==> src/rtl/battle_sequencer_if.sv <==
// battle_sequencer_if: phase flags, HP strobes, pixels in; phase, reset pulses, HP, status, pixel out
interface battle_sequencer_if #(
  parameter int NUM_PHASES = 3,
  parameter int PHASE_W    = 2,
  parameter int HP_W       = 8,
  parameter int ROUND_W    = 8
);
  logic [NUM_PHASES-1:0]    finished_in;
  logic                     damage_in;
  logic [HP_W-1:0]          damage_amt_in;
  logic                     hit_in;
  logic [HP_W-1:0]          hit_amt_in;
  logic [NUM_PHASES*12-1:0] pixel_in;
  logic [11:0]              overlay_in;
  logic [PHASE_W-1:0]       phase_out;
  logic [NUM_PHASES-1:0]    phase_rst_out;
  logic                     round_rst_out;
  logic [ROUND_W-1:0]       round_count_out;
  logic [HP_W-1:0]          player_hp_out;
  logic [HP_W-1:0]          enemy_hp_out;
  logic                     game_over_out;
  logic                     win_out;
  logic [11:0]              pixel_out;
  modport master (
    output finished_in, damage_in, damage_amt_in, hit_in, hit_amt_in, pixel_in, overlay_in,
    input  phase_out, phase_rst_out, round_rst_out, round_count_out, player_hp_out, enemy_hp_out,
           game_over_out, win_out, pixel_out
  );
  modport slave (
    input  finished_in, damage_in, damage_amt_in, hit_in, hit_amt_in, pixel_in, overlay_in,
    output phase_out, phase_rst_out, round_rst_out, round_count_out, player_hp_out, enemy_hp_out,
           game_over_out, win_out, pixel_out
  );
endinterface

==> src/rtl/battle_sequencer.sv <==
// battle_sequencer: cycles phases on finish edges, pulses resets, tracks HP, composites the phase pixel with the overlay
module battle_sequencer #(
  parameter int NUM_PHASES = 3,
  parameter int PHASE_W    = 2,
  parameter int HP_W       = 8,
  parameter int PLAYER_HP  = 20,
  parameter int ENEMY_HP   = 40,
  parameter int ROUND_W    = 8
) (
  input logic               clk,
  input logic               rst,
  battle_sequencer_if.slave bus
);
  typedef enum logic [1:0] {RUN, ROUND_RST, GAME_OVER, WIN} state_t;
  state_t                state_q, state_d;
  logic [PHASE_W-1:0]    phase_q, phase_d;
  logic [NUM_PHASES-1:0] phase_rst_q, phase_rst_d;
  logic                  round_rst_q, round_rst_d;
  logic [ROUND_W-1:0]    round_q, round_d;
  logic [HP_W-1:0]       php_q, php_d;
  logic [HP_W-1:0]       ehp_q, ehp_d;
  logic [NUM_PHASES-1:0] fin_q, fin_d;
  logic [11:0]           pix_q, pix_d;
  logic [NUM_PHASES-1:0] edges;
  logic [11:0]           sel;
  logic                  live, adv, last;
  function automatic logic [3:0] sat4(input logic [3:0] a, input logic [3:0] b);
    logic [4:0] s;
    s = {1'b0, a} + {1'b0, b};
    return s[4] ? 4'hF : s[3:0];
  endfunction
  always_comb begin
    live = state_q == RUN || state_q == ROUND_RST;
    edges = bus.finished_in & ~fin_q;
    fin_d = state_q == ROUND_RST ? '0 : bus.finished_in;
    adv = state_q == RUN && edges[phase_q];
    last = phase_q == PHASE_W'(NUM_PHASES - 1);
    php_d = live && bus.damage_in ? (php_q > bus.damage_amt_in ? php_q - bus.damage_amt_in : '0) : php_q;
    ehp_d = live && bus.hit_in ? (ehp_q > bus.hit_amt_in ? ehp_q - bus.hit_amt_in : '0) : ehp_q;
    state_d = state_q;
    phase_d = phase_q;
    phase_rst_d = '0;
    round_rst_d = 1'b0;
    round_d = round_q;
    if (live) begin
      if (php_d == '0) state_d = GAME_OVER;
      else if (ehp_d == '0) state_d = WIN;
      else if (adv && last) begin
        state_d = ROUND_RST;
        phase_d = '0;
        phase_rst_d = '1;
        round_rst_d = 1'b1;
        round_d = round_q + 1'b1;
      end else if (adv) begin
        state_d = RUN;
        phase_d = phase_q + 1'b1;
        phase_rst_d[phase_q] = 1'b1;
      end else state_d = RUN;
    end
    sel = bus.pixel_in[int'(phase_q) * 12 +: 12];
    pix_d = live ? {sat4(sel[11:8], bus.overlay_in[11:8]), sat4(sel[7:4], bus.overlay_in[7:4]),
                    sat4(sel[3:0], bus.overlay_in[3:0])} : bus.overlay_in;
  end
  always_ff @(posedge clk) begin
    if (rst) begin
      state_q <= RUN;
      phase_q <= '0;
      phase_rst_q <= '0;
      round_rst_q <= 1'b0;
      round_q <= '0;
      php_q <= HP_W'(PLAYER_HP);
      ehp_q <= HP_W'(ENEMY_HP);
      fin_q <= '0;
      pix_q <= '0;
    end else begin
      state_q <= state_d;
      phase_q <= phase_d;
      phase_rst_q <= phase_rst_d;
      round_rst_q <= round_rst_d;
      round_q <= round_d;
      php_q <= php_d;
      ehp_q <= ehp_d;
      fin_q <= fin_d;
      pix_q <= pix_d;
    end
  end
  assign bus.phase_out = phase_q;
  assign bus.phase_rst_out = phase_rst_q;
  assign bus.round_rst_out = round_rst_q;
  assign bus.round_count_out = round_q;
  assign bus.player_hp_out = php_q;
  assign bus.enemy_hp_out = ehp_q;
  assign bus.game_over_out = state_q == GAME_OVER;
  assign bus.win_out = state_q == WIN;
  assign bus.pixel_out = pix_q;
endmodule
==> src/flat_wrapper.sv <==
// flat-port wrapper written by rule: the top's interface ports become plain ports
module battle_sequencer_flat 
#(
  parameter int NUM_PHASES = 3,
  parameter int PHASE_W    = 2,
  parameter int HP_W       = 8,
  parameter int PLAYER_HP  = 20,
  parameter int ENEMY_HP   = 40,
  parameter int ROUND_W    = 8
)
  (clk, rst, bus_finished_in, bus_damage_in, bus_damage_amt_in, bus_hit_in, bus_hit_amt_in, bus_pixel_in, bus_overlay_in, bus_phase_out, bus_phase_rst_out, bus_round_rst_out, bus_round_count_out, bus_player_hp_out, bus_enemy_hp_out, bus_game_over_out, bus_win_out, bus_pixel_out);
  battle_sequencer_if #(.NUM_PHASES(NUM_PHASES), .PHASE_W(PHASE_W), .HP_W(HP_W), .ROUND_W(ROUND_W)) bus_i ();
  input logic clk;
  input logic rst;
  input wire logic [$bits(bus_i.finished_in)-1:0] bus_finished_in;
  input wire logic [$bits(bus_i.damage_in)-1:0] bus_damage_in;
  input wire logic [$bits(bus_i.damage_amt_in)-1:0] bus_damage_amt_in;
  input wire logic [$bits(bus_i.hit_in)-1:0] bus_hit_in;
  input wire logic [$bits(bus_i.hit_amt_in)-1:0] bus_hit_amt_in;
  input wire logic [$bits(bus_i.pixel_in)-1:0] bus_pixel_in;
  input wire logic [$bits(bus_i.overlay_in)-1:0] bus_overlay_in;
  output wire logic [$bits(bus_i.phase_out)-1:0] bus_phase_out;
  output wire logic [$bits(bus_i.phase_rst_out)-1:0] bus_phase_rst_out;
  output wire logic [$bits(bus_i.round_rst_out)-1:0] bus_round_rst_out;
  output wire logic [$bits(bus_i.round_count_out)-1:0] bus_round_count_out;
  output wire logic [$bits(bus_i.player_hp_out)-1:0] bus_player_hp_out;
  output wire logic [$bits(bus_i.enemy_hp_out)-1:0] bus_enemy_hp_out;
  output wire logic [$bits(bus_i.game_over_out)-1:0] bus_game_over_out;
  output wire logic [$bits(bus_i.win_out)-1:0] bus_win_out;
  output wire logic [$bits(bus_i.pixel_out)-1:0] bus_pixel_out;
  assign bus_i.finished_in = bus_finished_in;
  assign bus_i.damage_in = bus_damage_in;
  assign bus_i.damage_amt_in = bus_damage_amt_in;
  assign bus_i.hit_in = bus_hit_in;
  assign bus_i.hit_amt_in = bus_hit_amt_in;
  assign bus_i.pixel_in = bus_pixel_in;
  assign bus_i.overlay_in = bus_overlay_in;
  assign bus_phase_out = bus_i.phase_out;
  assign bus_phase_rst_out = bus_i.phase_rst_out;
  assign bus_round_rst_out = bus_i.round_rst_out;
  assign bus_round_count_out = bus_i.round_count_out;
  assign bus_player_hp_out = bus_i.player_hp_out;
  assign bus_enemy_hp_out = bus_i.enemy_hp_out;
  assign bus_game_over_out = bus_i.game_over_out;
  assign bus_win_out = bus_i.win_out;
  assign bus_pixel_out = bus_i.pixel_out;
  battle_sequencer #(.NUM_PHASES(NUM_PHASES), .PHASE_W(PHASE_W), .HP_W(HP_W), .PLAYER_HP(PLAYER_HP), .ENEMY_HP(ENEMY_HP), .ROUND_W(ROUND_W)) u_core (.clk(clk), .rst(rst), .bus(bus_i));
endmodule
==> config.mk <==
export PLATFORM = sky130hd
export DESIGN_NAME = battle_sequencer_flat
export DESIGN_NICKNAME = d
export VERILOG_FILES = /design/src/rtl/battle_sequencer_if.sv /design/src/rtl/battle_sequencer.sv /design/src/flat_wrapper.sv
export SDC_FILE = /design/constraint.sdc
export NUM_CORES = 1
export LEC_CHECK = 0
export ABC_AREA = 1
export BUFFER_PORTS_ARGS = -buffer_cell sky130_fd_sc_hd__buf_2
export CAP_MARGIN = 30
export CORE_MARGIN = 2
export CORE_UTILIZATION = 30
export CTS_CLUSTER_DIAMETER = 120
export DETAILED_ROUTE_END_ITERATION = 8
export HOLD_SLACK_MARGIN = 0.12
export SLEW_MARGIN = 20
export SYNTH_ARGS = -nofsm -noshare
export SYNTH_HDL_FRONTEND = slang
export SYNTH_SLANG_ARGS = --single-unit
==> constraint.sdc <==
create_clock -name clk -period 3.9 [get_ports clk]
set_input_delay 0.39 -clock clk [delete_from_list [all_inputs] [get_ports clk]]
set_output_delay 0.39 -clock clk [all_outputs]
set_load 0.02 [all_outputs]
==> results of run 1 <==
report_power, final:
group | internal, mW | switching, mW
clock network | 0.368 | 0.186
logic | 0.359 | 0.585
registers | 0.542 | 0.0531
area by class of cell:
| cell class | count | area, um2 |
|---|---|---|
| clock buffers | 5 | 125 |
| flip-flops and latches | 46 | 921 |
| clock inverters | 3 | 68.8 |
| fillers | 1214 | 7030 |
| inverters | 99 | 374 |
| multi-input cells | 400 | 2240 |
| well taps | 143 | 179 |
| repair buffers | 115 | 586 |
stage by stage:
| step | utilization [%] | setup WS [ps] |
|---|---|---|
| after CTS | 39.0 | 1000 |
| final | 39.0 | 959 |
| after global placement | 37.2 | 1120 |
| after global routing | 39.0 | 746 |
| after floorplan | - | 1540 |
| after detailed placement | 37.3 | 1030 |
cells in the final DEF, fill, tap and decap left out, types with 3 or more instances in the layout:
cell	netlist	layout
nand2_1	140	140
buf_2	0	114
inv_1	92	92
nor2_1	76	76
dfxtp_1	46	46
nand3_1	33	33
ha_1	32	32
o21ai_0	29	29
a21oi_1	23	23
or2_2	10	10
xor2_1	8	8
inv_2	6	6
xnor2_1	5	5
fa_1	5	5
clkbuf_16	0	5
o221ai_1	4	4
a32oi_1	3	3
nand2_4	3	3
nand2_2	3	3
nand4_1	3	3
nand3b_1	3	3
nor2_4	3	3
o211ai_1	3	3
path summary, 6_finish.rpt:
check | from | end | slack, ps | cells past startpoint
worst max register to register | u_core.bus.phase_out[0]$_SDFFE_PP0P_ | u_core.bus.pixel_out[7]$_SDFF_PP0_ | 960 | 10
worst min register to register | u_core.bus.enemy_hp_out[2]$_SDFF_PP0_ | u_core.bus.enemy_hp_out[2]$_SDFF_PP0_ | 520 | 2
worst min-delay path | bus_overlay_in[1] | u_core.bus.pixel_out[1]$_SDFF_PP0_ | 370 | 3
worst max-delay path | u_core.bus.phase_out[0]$_SDFFE_PP0P_ | u_core.bus.pixel_out[7]$_SDFF_PP0_ | 960 | 10
cells by family (layout without fill, tap and decap cells):
logic type	count (synthesis)	after routing
and+or+nand+nor	278	278
buffers and inverters	109	222
AOI/OAI and AO/OA	72	72
DFF	46	46
adders and majority gates	37	37
xor gates and xnor gates	13	13
registers in the layout, summed over array words and instances (netlist names):
signal / flops
u_core.bus.enemy_hp_out: 8
u_core.bus.phase_out: 2
u_core.bus.phase_rst_out: 2
u_core.bus.pixel_out: 12
u_core.bus.player_hp_out: 8
u_core.bus.round_count_out: 8
u_core.bus.round_rst_out: 1
u_core.fin_q: 3
u_core.state_q: 2
worst max-delay path: cells and delay by family (launching register included):
family	cells	cell delay, ps
simple gates	3	560
xor+xnor	1	90
fa+ha+maj	1	280
buf+inv	2	490
flops	1	660
compound gates	3	750
per-layer routing:
metal | track usage, % | wire [um] | vias to the layer above
met5 | 0 | 0 | -
met4 | 5.69 | 207 | 0
met3 | 2.30 | 533 | 13
met2 | 25.0 | 4420 | 109
met1 | 18.7 | 4400 | 1689
li1 | - | - | 1968
==> results_dict.tcl, run 1 <==
set metrics [dict create \
    outcome "complete, but fails checks" \
    violations "DRC" \
    worst_path_largest_cell_delay_ps 660 \
    cts_sinks 46 \
    required_ps 4080 \
    place_congestion 0.865 \
    synth_area_um2 3570 \
    holdWs_ps 368 \
    worstPathCellList "inv_1 -> or2_2 -> a32oi_1 -> inv_1 -> ha_1 -> a21oi_1 -> nor2_1 -> nor2_1 -> xnor2_1 -> o221a_2" \
    io_pins 115 \
    synth_edf_count 0 \
    hold_viol 0 \
    post-route-period-util_pct 75.4 \
    grt_util_all_layers_pct 14.7 \
    synthTopCellsByArea "dfxtp_1 (26%), nand2_1 (15%), ha_1 (11%), inv_1 (9.7%), nor2_1 (8.0%)" \
    grt_pass1_vias 3575 \
    placedCellCount 803 \
    finalNonFillerCells 811 \
    cp_slowest_cell "dfxtp_1" \
    rsz0062_at_grt "false" \
    synthCells 555 \
    hp-class "input pin to flop" \
    die_x_um 113 \
    grt_overflow 0 \
    firstDrtPassIters 7 \
    antenna_found_initial 0 \
    clockBufferDepth 2 \
    slew_headroom_pct 49.5 \
    ys_types 36 \
    avgSynthCellArea_um2 6.44 \
    cts_resized 0 \
    start_util_pct 31.0 \
    crit_fanout 18 \
    remaining_drc_errors 7 \
    path_class "flop to flop" \
    hold_buffers 0 \
    insertion_delay_ps 290 \
    drive_gt1_share_pct 23.2 \
    seq_area_frac_synth_pct 25.8 \
    drt-total-wl_um 9570 \
    synthTopCellsByCount "nand2_1 (140), inv_1 (92), nor2_1 (76)" \
    io_buffers 114 \
    fp.coreArea_um2 11500 \
    dp_hpwl_um 7730 \
    tritoncts "done" \
    drtAntennaViolNets 0 \
    grt_pass1_wl_um 15700 \
    synth_top_family_by_area "simple AND/OR/NAND/NOR gates" \
    synthArstFlopShare_pct 0 \
    synth_top_cell_by_area "dfxtp_1" \
    path_clk_slew_ps 70 \
    area_growth_pct 25.7 \
    critPathCaptureType "flop" \
    synthAdderAreaFrac_pct 14.0 \
    synth_ff_type "dfxtp_1" \
    fin_area_um2 4490 \
    synth_seq_cells 46 \
    yosysMostFrequentCell "nand2_1" \
    maxCapViolCount 0 \
    ir_drop_mv 0.278 \
    max_freq_ghz 0.340 \
    htreeDepth 2 \
    synth-compound-area-share_pct 12.0 \
    synthSimpleGateAreaFrac_pct 33.4 \
    tightest_slew_ps 755 \
    cts-root-buf "clkbuf_16" \
    ys_warn_count 0 \
    grt_max_degree 20 \
    dr.first_iter.drc_count 175 \
    synthXorXnorAreaFrac_pct 3.19 \
    synth.area.mux_share_pct 0 \
    cts_buffers 5 \
    syn_nets 663 \
    rows 39 \
    dpl_cell_area_um2 4300 \
    leakagePower_nw 2.55 \
    die_area_um2 12800 \
    setup_viol 0 \
    fin_crit_ps 2940 \
    synth_top_cell_area_share_pct 25.8 \
    viasPerCell 4.66 \
    postCtsSetupRepairBufs 0 \
    fin_skew_ps 5.30 \
    crit_arrival_ps 3120 \
    vias 3779 \
    powerDensity_nw_per_um2 466 \
    antenna_cells 0 \
    p_total_mw 2.09 \
    detail_route.wl_per_cell_um 11.8 \
    die_h_um 113 \
    fin_tns_setup_ps 0 \
    final_nets 775 \
    start_kind "flop" \
    drv_slew 0 \
]
(Power assumes the default switching activity.)
==> inputs of run 2 (changes only) <==
ABC_AREA = 0   (was 1)
clock period = 3 ns   (was 3.9 ns; I/O delays follow)
==> results_dict.tcl, run 2 <==
set metrics [dict create \
    worst_path_largest_cell_delay_ps 400 \
    ys_types 59 \
    final_common_cell "buf_2" \
    hold_viol 0 \
    yosysMostFrequentCell "inv_1" \
    outcome "completed" \
    start_kind "flop" \
    viasPerCell 5.17 \
    syn_nets 512 \
    synthArstFlopShare_pct 0 \
    synth_ff_type "dfxtp_1" \
    synthTopCellsByCount "inv_1 (47), dfxtp_1 (46), ha_1 (32)" \
    ir_drop_mv 0.234 \
    firstDrtPassIters 4 \
    avgSynthCellArea_um2 8.39 \
    setup_viol 0 \
    fin_crit_ps 2900 \
    insertion_delay_ps 290 \
    htreeDepth 2 \
    die_h_um 110 \
    fillers 1131 \
    cpMostUsedCell "inv_1" \
    antenna_found_initial 0 \
    cp_slowest_cell "or4_1" \
    path_class "flop to flop" \
    max_freq_ghz 0.345 \
    dp_slack_ps -68.3 \
    mostFrequentLayoutCells "buf_2 (114), inv_1 (47), dfxtp_1 (46), nor2_1 (31), ha_1 (31)" \
    drive_gt1_share_pct 30.4 \
    cts_buffers 5 \
    p_total_mw 1.87 \
    crit_arrival_ps 3120 \
    detail_route.wl_per_cell_um 14.4 \
    largest_reg_flops 12 \
    drtAntennaViolNets 0 \
    dp_hpwl_um 7500 \
    synth_edf_count 0 \
    worstHoldPathCells 2 \
    seq_area_frac_synth_pct 27.2 \
    path_clk_slew_ps 70 \
    rows 38 \
    synthCells 404 \
    synth_seq_cells 46 \
    grt_pass1_vias 3384 \
    rr_worst_depth 13 \
    io_pins 115 \
    synth_top_cell_by_area "dfxtp_1" \
    synth_top_cell_area_share_pct 27.2 \
    vias 3462 \
    antenna_cells 0 \
    setup_slack_ps 99.8 \
    worstPathCellList "inv_1 -> ha_2 -> inv_1 -> fa_2 -> a211oi_4 -> o21bai_1 -> a21oi_2 -> xnor2_2 -> o32ai_4 -> a21o_4 -> buf_4 -> or4_1 -> a21oi_1" \
    crit_fanout 6 \
    io_buffers 114 \
    dr.first_iter.drc_count 226 \
    hold_buffers 0 \
    cpLargestDelayFamily "compound AO/OA/AOI/OAI gates" \
    fin_skew_ps 10.2 \
    clockBufferDepth 2 \
    post-route-period-util_pct 96.7 \
    cts-root-buf "clkbuf_16" \
    area_growth_pct 31.6 \
    hp-class "input pin to flop" \
    synthTopCellsByArea "dfxtp_1 (27%), ha_1 (12%), inv_1 (5.2%), a21oi_1 (4.4%), mux2i_1 (3.8%)" \
    powerDensity_nw_per_um2 419 \
    die_x_um 110 \
    fp.coreArea_um2 10900 \
    grt_util_all_layers_pct 16.1 \
    required_ps 3220 \
    ys_warn_count 0 \
    worst-path-buf-inv 3 \
    final_nets 636 \
    slew_headroom_pct 64.4 \
    leakagePower_nw 2.10 \
    grt_overflow 0 \
    tightest_slew_ps 534 \
    drv_slew 0 \
    start_util_pct 31.0 \
    critPathCaptureType "flop" \
    grt_max_degree 27 \
    drt-total-wl_um 9620 \
    remaining_drc_errors 0 \
    place_congestion 0.875 \
    grt_pass1_wl_um 15600 \
    cts_sinks 46 \
    die_area_um2 12200 \
    maxCapViolCount 0 \
    tritoncts "done" \
    cp.depth 13 \
    synth_area_um2 3390 \
]
[run 2: layout make-up]
class / count / area (um2) / share of cell area, %
Clock buffer: 6 / 129 / 2.89
Inverter: 47 / 176 / 3.95
Timing Repair Buffer: 134 / 721 / 16.2
Clock inverter: 2 / 13.8 / 0.308
Tap cell: 140 / 175 / 3.93
Multi-Input combinational cell: 294 / 2330 / 52.1
Sequential cell: 46 / 921 / 20.6
[run 2: what timing repair did]
action / 4_1_cts / 5_1_grt
gates cloned: 0 / 1
gates resized for setup: 2 / 14
endpoints found under the setup margin: 4 / 7
pin swaps: 0 / 7
buffers inserted: 0 / 3
[run 2: where the power goes]
part	leakage (nW)	total, mW	switching, mW	internal, mW
combinational	1.65	0.643	0.368	0.275
clock	0.0708	0.548	0.239	0.310
sequential	0.377	0.677	0.0251	0.652
total	2.10	1.87	0.632	1.24
[run 2: through the flow]
stage          hold slack [ps]  utilization, %  cells  setup TNS [ps]  cell area (um2)
2_1_floorplan              422               -    404               0             3390
3_5_place_dp               498            38.3    657            -198             4190
4_1_cts                    230            39.7    665               0             4340
5_1_grt                    249            40.8    669            -128             4460
3_3_place_gp               487            38.3    657               0             4190
6_report                   241            40.8    669               0             4460
[run 2: final timing paths]
path,end,slack [ps],start
hold / removal,u_core.fin_q[2]$_SDFF_PP0_,240,bus_finished_in[2]
setup / recovery,u_core.bus.round_count_out[2]$_SDFFE_PP0P_,100,u_core.bus.player_hp_out[0]$_SDFF_PP0_
setup reg to reg,u_core.bus.round_count_out[2]$_SDFFE_PP0P_,100,u_core.bus.player_hp_out[0]$_SDFF_PP0_
hold reg to reg,u_core.bus.round_count_out[6]$_SDFFE_PP0P_,510,u_core.bus.round_count_out[6]$_SDFFE_PP0P_
[run 2: metal layers]
metal | global-route usage, % | routed length (um) | share of wire [%]
met1 | 20.8 | 4240 | 44
met2 | 27.5 | 4610 | 48
met3 | 3.64 | 700 | 7.3
met4 | 3.30 | 67 | 0.70
met5 | 0 | 0 | 0
[run 2: cells by family (layout without fill, tap and decap cells)]
family,Yosys count,after routing,share of synthesized area [%]
flops,46,46,27.2
simple gates,110,110,17.6
fa+ha+maj,37,37,14.8
xor+xnor,15,15,3.87
compound gates,117,118,25.0
mux,14,14,4.17
buf+inv,65,189,7.49
==> inputs of run 3 (changes only) <==
CORE_UTILIZATION = 38   (was 30)
clock period = 2.7 ns   (was 3 ns; I/O delays follow)
==> results_dict.tcl, run 3 (synthesis results as in run 2) <==
set metrics [dict create \
    insertion_delay_ps 310 \
    antenna_found_initial 0 \
    clockBufferDepth 2 \
    critPathCaptureType "flop" \
    tritoncts "done" \
    largest_reg_flops 12 \
    start_kind "flop" \
    maxCapViolCount 0 \
    drv_slew 0 \
    htreeDepth 2 \
    worstHoldPathCells 2 \
    worst_path_largest_cell_delay_ps 400 \
    cp_slowest_cell "or3_4" \
    cts-root-buf "clkbuf_8" \
    tightest_slew_ps 540 \
    fillers 823 \
    final_nets 671 \
    finalNonFillerCells 672 \
    required_ps 2910 \
    setup_slack_ps -146 \
    worstPathCellList "inv_4 -> ha_4 -> inv_2 -> fa_2 -> a211oi_4 -> nor2_1 -> xor2_1 -> or3_4 -> o32ai_4 -> a21o_4 -> nor4_2 -> mux2_1" \
    grt_util_all_layers_pct 19.5 \
    placedCellCount 657 \
    io_buffers 114 \
    antenna_cells 0 \
    ir_drop_mv 0.180 \
    fin_crit_ps 2850 \
    setup_viol 12 \
    start_util_pct 39.1 \
    final_util_pct 54.4 \
    max_freq_ghz 0.351 \
    fin_skew_ps 24.2 \
    firstDrtPassIters 4 \
    place_congestion 0.908 \
    dr.first_iter.drc_count 148 \
    fp.coreArea_um2 8680 \
    die_h_um 98.5 \
    area_growth_pct 39.1 \
    viasPerCell 5.35 \
    dp_hpwl_um 7360 \
    remaining_drc_errors 0 \
    rsz0062_at_grt "true" \
    drt-total-wl_um 9580 \
    cpLargestDelayFamily "compound AO/OA/AOI/OAI gates" \
    cts_sinks 46 \
    drive_gt1_share_pct 37.8 \
    hp-class "input pin to flop" \
    worst-path-buf-inv 2 \
    rr_worst_depth 12 \
    grt_pass1_wl_um 15800 \
    grt_overflow 0 \
    detail_route.wl_per_cell_um 14.3 \
    grt_max_degree 32 \
    crit_fanout 5 \
    post-route-period-util_pct 105 \
    leakagePower_nw 2.26 \
    grt_pass1_vias 3511 \
    cp.depth 12 \
    cts_buffers 5 \
    violations "setup timing" \
    vias 3596 \
    rows 34 \
    path_class "flop to flop" \
    die_area_um2 9690 \
    drtAntennaViolNets 0 \
    final_common_cell "buf_2" \
    outcome "complete, but fails checks" \
    mostFrequentLayoutCells "buf_2 (114), buf_4 (53), inv_1 (43), dfxtp_1 (42), nor2_1 (31)" \
    io_pins 115 \
    powerDensity_nw_per_um2 417 \
    hold_viol 0 \
    slew_headroom_pct 64.0 \
    crit_arrival_ps 3050 \
    path_clk_slew_ps 100 \
    holdWs_ps 188 \
    die_x_um 98.5 \
    p_total_mw 1.97 \
]
[run 3: changes by cell type in the layout (fill, tap and decap cells not counted), moves of 3 or more]
cell | before | now
buf_4 | 20 | 53
clkbuf_16 | 5 | 0
clkbuf_8 | 0 | 5
dfxtp_1 | 46 | 42
inv_1 | 47 | 43
inv_2 | 0 | 3
[run 3: worst register-to-register path, cell delays in order, from the launching register on]
cell and delay [ps]:
dfxtp_4 360, inv_4 50, ha_4 130, inv_2 30, fa_2 370, a211oi_4 250, nor2_1 100, xor2_1 180
or3_4 400, o32ai_4 300, a21o_4 200, nor4_2 40, mux2_1 320
[run 3: cell type report]
| cell class | count | area, um2 | area share, % |
|---|---|---|---|
| repair buffers | 169 | 991 | 21.0 |
| flip-flops and latches | 46 | 931 | 19.7 |
| clock inverters | 1 | 7.51 | 0.159 |
| clock buffers | 7 | 76.3 | 1.62 |
| multi-input cells | 294 | 2400 | 50.8 |
| inverters | 47 | 179 | 3.79 |
| well taps | 108 | 135 | 2.86 |
[run 3: final timing paths]
path	start	endpoint	slack (ps)
max reg2reg	u_core.bus.player_hp_out[0]$_SDFF_PP0_	u_core.bus.round_count_out[7]$_SDFFE_PP0P_	-150
min reg2reg	u_core.bus.round_count_out[6]$_SDFFE_PP0P_	u_core.bus.round_count_out[6]$_SDFFE_PP0P_	500
min	bus_finished_in[1]	u_core.fin_q[1]$_SDFF_PP0_	190
max	u_core.bus.player_hp_out[0]$_SDFF_PP0_	u_core.bus.round_count_out[7]$_SDFFE_PP0P_	-150
[run 3: repair_timing]
item | in CTS | in global routing
setup buffers | 3 | 3
resized for setup | 12 | 18
pin swaps | 12 | 12
gates cloned | 1 | 0
hold buffers | 0 | 0
setup endpoints to repair | 13 | 24
[run 3: metal layers]
layer | track usage (%) | vias up | share of wire [%]
met2 | 32.8 | 146 | 47
met4 | 6.64 | 0 | 2.3
met5 | 0 | - | 0
met1 | 24.9 | 1644 | 44
li1 | - | 1784 | -
met3 | 4.18 | 22 | 6.7
[run 3: power by group]
group	internal [mW]	switching (mW)
Clock	0.184	0.243
Sequential	0.723	0.0220
Combinational	0.360	0.435
Total	1.27	0.700
[run 3: through the flow]
stage	cell area, um2	setup slack [ps]	setup TNS, ps
finish	4720	-146	-652
global route	4720	-232	-2180
CTS	4600	-96.0	-222
detailed placement	4420	-164	-1070
global placement	4420	-182	-799
floorplan	3430	3.75	0
